<file path="src/rtl/alu_issue_pkg.sv">
// Shared types and constants for the ALU issue stage.
// Forwarding helper is only compiled when ALU_ISSUE_FWD_EN is defined.
package alu_issue_pkg;

   localparam int unsigned XLEN      = 32;
   localparam int unsigned REGADDR_W = 5;

   localparam logic SEL_A_RS1 = 1'b0;
   localparam logic SEL_A_PC  = 1'b1;
   localparam logic SEL_B_RS2 = 1'b0;
   localparam logic SEL_B_IMM = 1'b1;

   typedef struct packed {
      logic [XLEN-1:0]      pc;
      logic [XLEN-1:0]      rs1;
      logic [XLEN-1:0]      rs2;
      logic [XLEN-1:0]      imm;
      logic [REGADDR_W-1:0] rs1_addr;
      logic [REGADDR_W-1:0] rs2_addr;
      logic [REGADDR_W-1:0] rd_addr;
      logic                 sel_a;
      logic                 sel_b;
      logic [2:0]           func3;
      logic [6:0]           func7;
   } issue_entry_t;

   typedef enum logic [1:0] {
      EMPTY = 2'd0,
      ONE   = 2'd1,
      TWO   = 2'd2
   } issue_state_t;

`ifdef ALU_ISSUE_FWD_EN
   // Replace source operands whose address matches a writeback; x0 never forwards.
   function automatic issue_entry_t fwd_apply(input issue_entry_t e,
                                              input logic fwd_valid,
                                              input logic [REGADDR_W-1:0] fwd_addr,
                                              input logic [XLEN-1:0] fwd_data);
      issue_entry_t r;
      r = e;
      if (fwd_valid && (fwd_addr != '0)) begin
         if (e.rs1_addr == fwd_addr) r.rs1 = fwd_data;
         if (e.rs2_addr == fwd_addr) r.rs2 = fwd_data;
      end
      return r;
   endfunction
`endif

endpackage

</file>
<file path="src/rtl/alu_issue_entry.sv">
// One issue-stage entry register with load enable and writeback-forward update.
// Forward ports exist only when ALU_ISSUE_FWD_EN is defined.
module alu_issue_entry
   import alu_issue_pkg::*;
(
   input  logic                 clk_i,
   input  logic                 rst_ni,
   input  logic                 load_i,
   input  issue_entry_t         data_i,
`ifdef ALU_ISSUE_FWD_EN
   input  logic                 fwd_valid_i,
   input  logic [REGADDR_W-1:0] fwd_addr_i,
   input  logic [XLEN-1:0]      fwd_data_i,
`endif
   output issue_entry_t         entry_o
);

   issue_entry_t entry_q;
   issue_entry_t entry_d;

   // Forwarding applies both to the held value and to the value being loaded.
   always_comb begin
`ifdef ALU_ISSUE_FWD_EN
      entry_d = fwd_apply(load_i ? data_i : entry_q, fwd_valid_i, fwd_addr_i, fwd_data_i);
`else
      entry_d = load_i ? data_i : entry_q;
`endif
   end

   always_ff @(posedge clk_i or negedge rst_ni) begin
      if (!rst_ni) entry_q <= '0;
      else         entry_q <= entry_d;
   end

   assign entry_o = entry_q;

endmodule

</file>
<file path="src/rtl/alu_issue_stage.sv">
// Pipeline stage ahead of the ALU: head + skid entry, registered upstream ready, flush.
// Define ALU_ISSUE_FWD_EN to enable writeback forwarding into held/captured operands.
module alu_issue_stage
   import alu_issue_pkg::*;
(
   input  logic                 iClk,
   input  logic                 iRst_n,
   input  logic                 iFlush,
   input  logic                 iValid,
   output logic                 oReady,
   input  logic [XLEN-1:0]      iPc,
   input  logic [XLEN-1:0]      iRs1Val,
   input  logic [XLEN-1:0]      iRs2Val,
   input  logic [XLEN-1:0]      iImm,
   input  logic [REGADDR_W-1:0] iRs1Addr,
   input  logic [REGADDR_W-1:0] iRs2Addr,
   input  logic [REGADDR_W-1:0] iRdAddr,
   input  logic                 iSelA,
   input  logic                 iSelB,
   input  logic [2:0]           iFunc3,
   input  logic [6:0]           iFunc7,
`ifdef ALU_ISSUE_FWD_EN
   input  logic                 iFwdValid,
   input  logic [REGADDR_W-1:0] iFwdAddr,
   input  logic [XLEN-1:0]      iFwdData,
`endif
   output logic                 oValid,
   input  logic                 iReady,
   output logic [XLEN-1:0]      oA,
   output logic [XLEN-1:0]      oB,
   output logic [2:0]           oFunc3,
   output logic [6:0]           oFunc7,
   output logic [REGADDR_W-1:0] oRdAddr
);

   issue_state_t state_q, state_d;
   logic         ready_q, ready_d;
   logic         head_load, head_from_skid, skid_load;
   logic         in_xfer, out_xfer;
   issue_entry_t in_entry, head_data, head_entry, skid_entry;

   assign in_entry = '{pc: iPc, rs1: iRs1Val, rs2: iRs2Val, imm: iImm,
                       rs1_addr: iRs1Addr, rs2_addr: iRs2Addr, rd_addr: iRdAddr,
                       sel_a: iSelA, sel_b: iSelB, func3: iFunc3, func7: iFunc7};

   assign oValid   = (state_q != EMPTY);
   assign oReady   = ready_q;
   assign in_xfer  = iValid & ready_q;
   assign out_xfer = oValid & iReady;

   // Next-state and entry load control; flush overrides every transition.
   always_comb begin
      state_d        = state_q;
      head_load      = 1'b0;
      head_from_skid = 1'b0;
      skid_load      = 1'b0;
      if (iFlush) begin
         state_d = EMPTY;
      end else begin
         case (state_q)
            EMPTY: if (in_xfer) begin
               head_load = 1'b1;
               state_d   = ONE;
            end
            ONE: if (in_xfer && out_xfer) begin
               head_load = 1'b1;
            end else if (in_xfer) begin
               skid_load = 1'b1;
               state_d   = TWO;
            end else if (out_xfer) begin
               state_d = EMPTY;
            end
            TWO: if (out_xfer) begin
               head_load      = 1'b1;
               head_from_skid = 1'b1;
               state_d        = ONE;
            end
            default: state_d = EMPTY;
         endcase
      end
      ready_d = (state_d != TWO);
   end

   always_ff @(posedge iClk or negedge iRst_n) begin
      if (!iRst_n) begin
         state_q <= EMPTY;
         ready_q <= 1'b1;
      end else begin
         state_q <= state_d;
         ready_q <= ready_d;
      end
   end

   assign head_data = head_from_skid ? skid_entry : in_entry;

   alu_issue_entry u_head (
      .clk_i       (iClk),
      .rst_ni      (iRst_n),
      .load_i      (head_load),
      .data_i      (head_data),
`ifdef ALU_ISSUE_FWD_EN
      .fwd_valid_i (iFwdValid),
      .fwd_addr_i  (iFwdAddr),
      .fwd_data_i  (iFwdData),
`endif
      .entry_o     (head_entry)
   );

   alu_issue_entry u_skid (
      .clk_i       (iClk),
      .rst_ni      (iRst_n),
      .load_i      (skid_load),
      .data_i      (in_entry),
`ifdef ALU_ISSUE_FWD_EN
      .fwd_valid_i (iFwdValid),
      .fwd_addr_i  (iFwdAddr),
      .fwd_data_i  (iFwdData),
`endif
      .entry_o     (skid_entry)
   );

   assign oA      = (head_entry.sel_a == SEL_A_PC)  ? head_entry.pc  : head_entry.rs1;
   assign oB      = (head_entry.sel_b == SEL_B_IMM) ? head_entry.imm : head_entry.rs2;
   assign oFunc3  = head_entry.func3;
   assign oFunc7  = head_entry.func7;
   assign oRdAddr = head_entry.rd_addr;

endmodule

</file>
<file path="config.mk">
export PLATFORM = sky130hd
export DESIGN_NAME = alu_issue_stage
export DESIGN_NICKNAME = d
export VERILOG_FILES = /design/src/rtl/alu_issue_pkg.sv /design/src/rtl/alu_issue_entry.sv /design/src/rtl/alu_issue_stage.sv
export SDC_FILE = /design/constraint.sdc
export NUM_CORES = 1
export LEC_CHECK = 0
export ABC_CLOCK_PERIOD_IN_PS = 5500
export CORE_MARGIN = 1
export CORE_UTILIZATION = 55
export DETAILED_ROUTE_END_ITERATION = 10
export DONT_BUFFER_PORTS = 1
export PLACE_DENSITY_LB_ADDON = 0.08
export SETUP_SLACK_MARGIN = 0.15
export SYNTH_ARGS = -nofsm -noshare
export SYNTH_HDL_FRONTEND = slang
export SYNTH_HIERARCHICAL = 1
export SYNTH_SLANG_ARGS = --single-unit
</file>
<file path="constraint.sdc">
create_clock -name iClk -period 5.5 [get_ports iClk]
set_input_delay 0.275 -clock iClk [delete_from_list [all_inputs] [get_ports iClk]]
set_output_delay 0.275 -clock iClk [all_outputs]
set_load 0.05 [all_outputs]
</file>
==> results.toml, run 1 <==
[global_routing]
grt_pass1_wl_um = 44400
first_global_vias = 8559
antenna_found_initial = 4
track_usage = 0.211
overflow = 0
grt_max_degree = 294

[cts]
worstSkewPairLatency_ps = 560
htreeDepth = 1
cts_resized = 0
clock_sinks = 293
cts.hold.buffers_added = 148
root_buffer = "clkbuf_16"
clk_pin_slew_ps = 60
cts_buffers = 31
post_cts_buffers = 0
cts_buffer_depth = 3
cts_tree = "built"

[power]
power_mw = 7.22
p_per_area_nw_per_um2 = 438
power.share.clock = 0.312
combPwrFrac = 0.249
p_sw_mw = 2.27
netSwitchingFraction = 0.315
seq_power_share = 0.439
internal_power_mw = 4.95
p_leak_nw = 6.90
ir_worst_vdd_v = 0.000369

[sta]
hold-worst-slack_ps = -573
fin_skew_ps = 25.4
worstMarginPinSlew_ps = 1210
layout_setup_ws_ps = 2270
rsz0062_at_grt = "no"
finalCritPeriodShare = 0.587
hold_viol = 293
drv_slew = 0
setup_tns_ps = 0
finalSetupViolations = 0
fmax_mhz = 310
final.min_clock_period_ps = 3230
slew_headroom = 0.193

[outcome]
outcome = "finished with violations"
violations = "hold timing"

[logic_synthesis]
yosysWarningCount = 6
synth_nets = 1028
synth_area_um2 = 14100
syn_area_per_cell_um2 = 16.3
synthesis.instances = 868

[run]
cap_violations = 0

[route]
dr.first_iter.drc_count = 297
drc = 0
wl_um = 27300
detail-route-antenna-nets = 0
first_pass_iters = 4
wire_per_inst_um = 20.1
via_per_inst = 5.50
num_vias = 7470

[critical_path]
cp.required_ps = 5920
crit_family = "compound AO/OA/AOI/OAI gates"
arrival_ps = 3650
path_buf_inv = 1
cpPeakStageDelay_ps = 990
r2r-start = "oReady"
crit_path_max_fanout = 73
r2r_slack_ps = 2270
crit_slowest_cell = "a21oi_4"
crit_type = "flip-flop to flip-flop"
cp_cell_sequence = "and3b_1 > o21ai_0 > a21oi_4 > buf_12 > mux2_2"
start_kind = "flip-flop"
crit_path_end_kind = "flip-flop"
r2r-end = "u_head/entry_o[31]"
reg2regPathDepth = 5

[place]
place_ws_ps = 2320
placed_area_um2 = 13900
gp_congestion = 0.743
io_buffers = 0
dp_hpwl_um = 16300

[floorplan]
coreArea_um2 = 25200
die_y_um = 162
initial_core_util = 0.561
fp.dieW_um = 162
io_pins = 241
rows = 58
die-area_um2 = 26300

[finish]
area_growth_pct = 16.6
nets = 1158
fin_util = 0.654
finalInstanceArea_um2 = 16500
drive_above_1_share = 0.558

[hold_path]
min_path_type = "input port to async pin"
-- through the flow --
stage                     std cells  hold WS (ps)
after global placement         1147         -13.4
after CTS                      1353          -605
final                          1358          -573
after global routing           1357          -607
after detailed placement       1147         -14.1
after floorplan                 868         -20.6
-- registers in the layout, summed over array words and instances, names as in the netlist --
signal,count
u_head/entry_o,145
u_skid/entry_o,145
state_q,2
oReady,1
-- per-layer routing --
metal  routed length, um  share of wire  track usage
met5                   0              0            0
met4                 575          0.021       0.0519
met3                1680          0.061       0.0539
met2               13800           0.51        0.368
met1               11300           0.41        0.261
-- cells in the final DEF (no fill, tap or decap), drive strengths merged --
master,instances
a211o,1
a211oi,1
a21oi,1
and2b,1
and3b,1
buf,8
bufinv,7
clkbuf,33
clkinv,11
clkinvlp,4
dfrtp,292
dfstp,1
diode,5
dlygate4sd3,148
inv,3
mux2,499
mux2i,1
nand2,2
nand2b,2
nor2,1
nor3,1
nor3b,1
o21ai,1
o2bb2ai,1
or2,1
or2b,1
-- cell type report --
type | count | area, um^2
fillers | 1786 | 8700
multi-input cells | 516 | 6000
clock inverters | 25 | 322
diodes | 5 | 12.5
well taps | 330 | 413
repair buffers | 156 | 1590
clock buffers | 33 | 803
flip-flops and latches | 293 | 7330
-- power by group through the flow --
stage / clock (mW) / combinational, mW / sequential [mW]
5_1_grt: 2.40 / 1.90 / 3.25
4_1_cts: 2.31 / 1.81 / 3.17
3_5_place_dp: 0 / 1.71 / 3.20
6_report: 2.25 / 1.80 / 3.17
2_1_floorplan: 0 / 1.57 / 3.09
3_3_place_gp: 0 / 1.65 / 3.15
-- worst max-delay path by stage --
| stage | start | end | slack, ps | cells past startpoint |
|---|---|---|---|---|
| after CTS | oReady | u_head/entry_o[134] | 2280 | 5 |
| after global placement | oReady | u_head/entry_o[128] | 2410 | 5 |
| final | oReady | u_head/entry_o[31] | 2270 | 5 |
| after floorplan | oReady | u_skid/entry_o[100] | 3430 | 6 |
| after detailed placement | oReady | u_head/entry_o[134] | 2320 | 5 |
| after global routing | oReady | u_head/entry_o[100] | 2130 | 5 |
(Power assumes the default switching activity.)
==> run 2: changes to the inputs <==
Settings changed: ABC_CLOCK_PERIOD_IN_PS 5500 to 3300.
Clock period 5.5 ns to 3.3 ns, I/O delays scaled along.
==> run 2 against run 1 <==
  * The flow still finishes with violations (hold timing)
  * Sequential power increased by 67%
  * Global-route usage decreased by 0.38 points
  * Sequential share of layout area increased by 0.12 points
  * Clock-buffer cell count increased by 8
  * Critical endpoint is now u_skid/entry_o[61]
==> results.toml, run 2 (same netlist as run 1, synthesis figures left out) <==
[global_routing]
grt_pass1_wl_um = 44000
overflow = 0
grt_max_degree = 294
track_usage = 0.208
antenna_found_initial = 2
first_global_vias = 8427

[cts]
cts_tree = "built"
cts.hold.buffers_added = 151
root_buffer = "clkbuf_16"
cts_buffer_depth = 3
cts_buffers = 30
clock_sinks = 293
worstSkewPairLatency_ps = 540
clk_pin_slew_ps = 60
htreeDepth = 1

[critical_path]
r2r-start = "oReady"
crit_path_end_kind = "flip-flop"
path_buf_inv = 1
arrival_ps = 2970
crit_slowest_cell = "dfstp_2"
cpPeakStageDelay_ps = 720
crit_type = "flip-flop to flip-flop"
crit_family = "flip-flops"
r2r_slack_ps = 750
cp.required_ps = 3720
crit_path_max_fanout = 123
start_kind = "flip-flop"
r2r-end = "u_skid/entry_o[61]"
reg2regPathDepth = 5
cp_cell_sequence = "and3b_1 > nand2_1 > nor3_2 > buf_12 > mux2_2"
crit_start = "oReady"

[power]
p_leak_nw = 6.89
p_per_area_nw_per_um2 = 715
internal_power_mw = 8.03
netSwitchingFraction = 0.317
power_mw = 11.8
power.share.clock = 0.296
combPwrFrac = 0.254
p_sw_mw = 3.72
seq_power_share = 0.450
ir_worst_vdd_v = 0.000496

[place]
dp_hpwl_um = 16400
gp_congestion = 0.771
io_buffers = 0
place_ws_ps = 789
placed_area_um2 = 13900

[floorplan]
rows = 58
coreArea_um2 = 25200
io_pins = 241
die-area_um2 = 26300
fp.dieW_um = 162
initial_core_util = 0.561
die_y_um = 162

[sta]
rsz0062_at_grt = "no"
final.min_clock_period_ps = 2550
layout_setup_ws_ps = 753
fmax_mhz = 393
worstMarginPinSlew_ps = 721
finalSetupViolations = 0
slew_headroom = 0.519
fin_skew_ps = 8.02
hold-worst-slack_ps = -681
hold_viol = 293
setup_tns_ps = 0
finalCritPeriodShare = 0.772
drv_slew = 0

[route]
dr.first_iter.drc_count = 281
wl_um = 27100
detail-route-antenna-nets = 0
first_pass_iters = 6
wire_per_inst_um = 19.9
num_vias = 7533
drc = 0
via_per_inst = 5.55

[finish]
multi_input_area_um2 = 6000
final_cell_mix = "mux2_2, dfrtp_1, dlygate4sd3_1, mux2_4, clkbuf_16"
seq_area_um2 = 7330
area_growth_pct = 16.3
layout_commonest_cell = "mux2_2"
nets = 1162
drive_above_1_share = 0.554
fillCellCount = 1795
finalInstanceArea_um2 = 16400

[outcome]
outcome = "finished with violations"
violations = "hold timing"

[run]
cap_violations = 0

[hold_path]
min_path_type = "input port to async pin"
==> run 2: changes by cell type in the layout (fill, tap and decap cells not counted), moves of 3 or more <==
cell           before  now
bufinv_16           7    3
clkbuf_1            0    3
dlygate4sd3_1     148  151
inv_6               3    0
diode_2             5    2
clkbuf_8            2    7
==> run 2: stage by stage <==
| step | instances | utilization | hold WS [ps] |
|---|---|---|---|
| global route | 1358 | 0.653 | -704 |
| global placement | 1149 | 0.551 | -123 |
| detailed placement | 1149 | 0.551 | -124 |
| floorplan | 868 | - | -131 |
| CTS | 1356 | 0.652 | -705 |
| finish | 1358 | 0.653 | -681 |
==> run 2: how the worst max path moves through the flow <==
stage                               end  slack [ps]  cells past startpoint
global placement     u_skid/entry_o[33]         880                      5
floorplan           u_skid/entry_o[100]        1230                      6
finish               u_skid/entry_o[61]         750                      5
global route         u_skid/entry_o[96]         610                      5
detailed placement   u_skid/entry_o[61]         790                      5
CTS                  u_skid/entry_o[61]         780                      5
==> run 2: power by group through the flow <==
stage                     Sequential, mW  Clock [mW]  Combinational, mW
after global routing                5.42        3.72               3.15
after detailed placement            5.36           0               2.83
after CTS                           5.29        3.58               3.01
after floorplan                     5.15           0               2.62
after global placement              5.26           0               2.75
final                               5.29        3.47               2.99
==> run 2: per-layer routing <==
layer / global-route usage / wire (um) / vias to the layer above
li1: - / - / 3395
met1: 0.260 / 11300 / 3912
met2: 0.356 / 13600 / 181
met3: 0.0511 / 1600 / 45
met4: 0.0557 / 608 / 0
met5: 0 / 0 / -
==> run 2: area by class of cell <==
class                           count  share of cell area
Sequential cell                   293               0.446
Multi-Input combinational cell    516               0.365
Timing Repair Buffer              161              0.0996
Clock buffer                       41              0.0538
Tap cell                          330              0.0251
Clock inverter                     15             0.00967
Antenna cell                        2            0.000305
==> run 2: timing repair <==
item                      in CTS  in global routing
hold endpoints to repair     586                293
setup buffers                  0                  0
resized for setup              0                  0
==> run 3: changes to the inputs <==
Settings changed: ABC_CLOCK_PERIOD_IN_PS 3300 to 2060.
Clock period 3.3 ns to 2.06 ns, I/O delays scaled along.
==> run 3 against run 2 <==
  * The run still ends with hold timing left
  * Combinational power grew 86%
  * Fmax up 25%
  * Final cell count increased by 4.7%
  * Cell area increased by 11%
  * Sequential power up 62%
  * Clock power up 66%
  * Largest power group unchanged
  * Core utilization grew 7.4 points
==> results.toml, run 3 (same netlist as run 1, synthesis figures left out) <==
[critical_path]
crit_type = "flip-flop to flip-flop"
reg2regPathDepth = 7
crit_slowest_cell = "dfstp_2"
cpPeakStageDelay_ps = 530
cp_cell_sequence = "and3b_2 > nand2b_1 > a21oi_4 > buf_12 > clkbuf_16 > clkbuf_16 > mux2_2"
start_kind = "flip-flop"
crit_top_cell = "clkbuf_16"
crit_path_max_fanout = 8
r2r_slack_ps = 30
arrival_ps = 2460
crit_path_end_kind = "flip-flop"
cp.required_ps = 2480

[place]
place_ws_ps = 31.0
gp_congestion = 0.828
placed_area_um2 = 14200
dp_hpwl_um = 18000
io_buffers = 0

[finish]
layout_commonest_cell = "mux2_2"
fin_util = 0.726
seq_area_um2 = 7340
final_cell_mix = "mux2_2, dfrtp_1, mux2_4, dlygate4sd3_1, clkbuf_16"
finalInstanceArea_um2 = 18300
drive_above_1_share = 0.584
fillCellCount = 1566
nets = 1226
multi_input_area_um2 = 6520
area_growth_pct = 29.4

[floorplan]
fp.dieW_um = 162
rows = 58
initial_core_util = 0.561
die_y_um = 162
coreArea_um2 = 25200
die-area_um2 = 26300
io_pins = 241

[sta]
hold-worst-slack_ps = -745
rsz0062_at_grt = "yes"
final.min_clock_period_ps = 2030
drv_slew = 0
worstMarginPinSlew_ps = 488
fmax_mhz = 492
fin_skew_ps = 8.93
finalCritPeriodShare = 0.987
layout_setup_ws_ps = 26.0
finalSetupViolations = 0
slew_headroom = 0.675
hold_viol = 293

[cts]
clock_sinks = 293
cts_tree = "built"
clk_pin_slew_ps = 60
htreeDepth = 1
root_buffer = "clkbuf_16"
cts_buffer_depth = 3
worstSkewPairLatency_ps = 540
cts_buffers = 31

[global_routing]
antenna_found_initial = 4
grt_pass1_wl_um = 47100
grt_max_degree = 294
track_usage = 0.227
overflow = 0
first_global_vias = 8575

[route]
num_vias = 7907
wl_um = 33100
via_per_inst = 5.56
first_pass_iters = 4
dr.first_iter.drc_count = 371
wire_per_inst_um = 23.3
drc = 0
detail-route-antenna-nets = 0

[outcome]
outcome = "finished with violations"
violations = "hold timing"

[power]
p_leak_nw = 7.89
p_per_area_nw_per_um2 = 1090
ir_worst_vdd_v = 0.000729

[run]
cap_violations = 0

[hold_path]
min_path_type = "input port to async pin"
-- run 3: cell count changes in the layout (fill, tap and decap cells not counted), moves of 2 or more --
cell,before,now
dfrtp_1,292,290
buf_12,4,19
buf_8,0,5
buf_6,0,5
dfrtp_2,0,2
clkbuf_16,31,49
mux2_2,436,304
buf_16,0,14
mux2_4,63,195
buf_4,6,12
-- run 3: worst paths after layout --
kind	startpoint	to
max	oReady	u_head/entry_o[80]
min	iRst_n	u_head/entry_o[33]
max reg2reg	oReady	u_head/entry_o[80]
min reg2reg	u_head/entry_o[123]	u_head/entry_o[123]
max in group asynchronous	iRst_n	oReady
min in group iClk	iFlush	u_head/entry_o[91]
-- run 3: power breakdown --
group          total [mW]  switching, mW  internal, mW
Combinational        5.56           2.88          2.69
Sequential           8.55           1.16          7.39
Clock                5.75           2.26          3.49
-- run 3: timing repair --
| item | 4_1_cts | 5_1_grt |
|---|---|---|
| resized for setup | 29 | 135 |
| hold buffers | 151 | 1 |
| setup buffers | 11 | 6 |
| gates cloned | 9 | 20 |
| endpoints found under the hold margin | 586 | 294 |
| setup endpoints to repair | 286 | 290 |
| pin swaps | 4 | 3 |
-- run 3: final cells by class --
class,instances,area share
sequential,293,0.401
antenna,3,0.000411
timing repair buffer,224,0.161
clock buffer,41,0.0483
tap,330,0.0226
multi-input combinational,516,0.356
clock inverter,15,0.00992
-- run 3: critical path: cells and delay by family (launching register included) --
kind,cells,cell delay (ps)
DFF,1,530
and+or+nand+nor,2,350
AOI/OAI and AO/OA,1,180
buffers and inverters,3,510
muxes,1,330
-- run 3: routing by layer --
metal	track usage	routed length, um
met5	0	10
met2	0.400	16700
met1	0.285	14100
met3	0.0498	1780
met4	0.0480	464
-- run 3: stage by stage --
stage                     total power, mW  cells  setup TNS (ps)
after global routing                 20.7   1421            -304
after detailed placement             13.2   1167               0
after CTS                            19.4   1394               0
after floorplan                      12.4    868               0
after global placement               12.9   1167               0
final                                19.9   1422               0
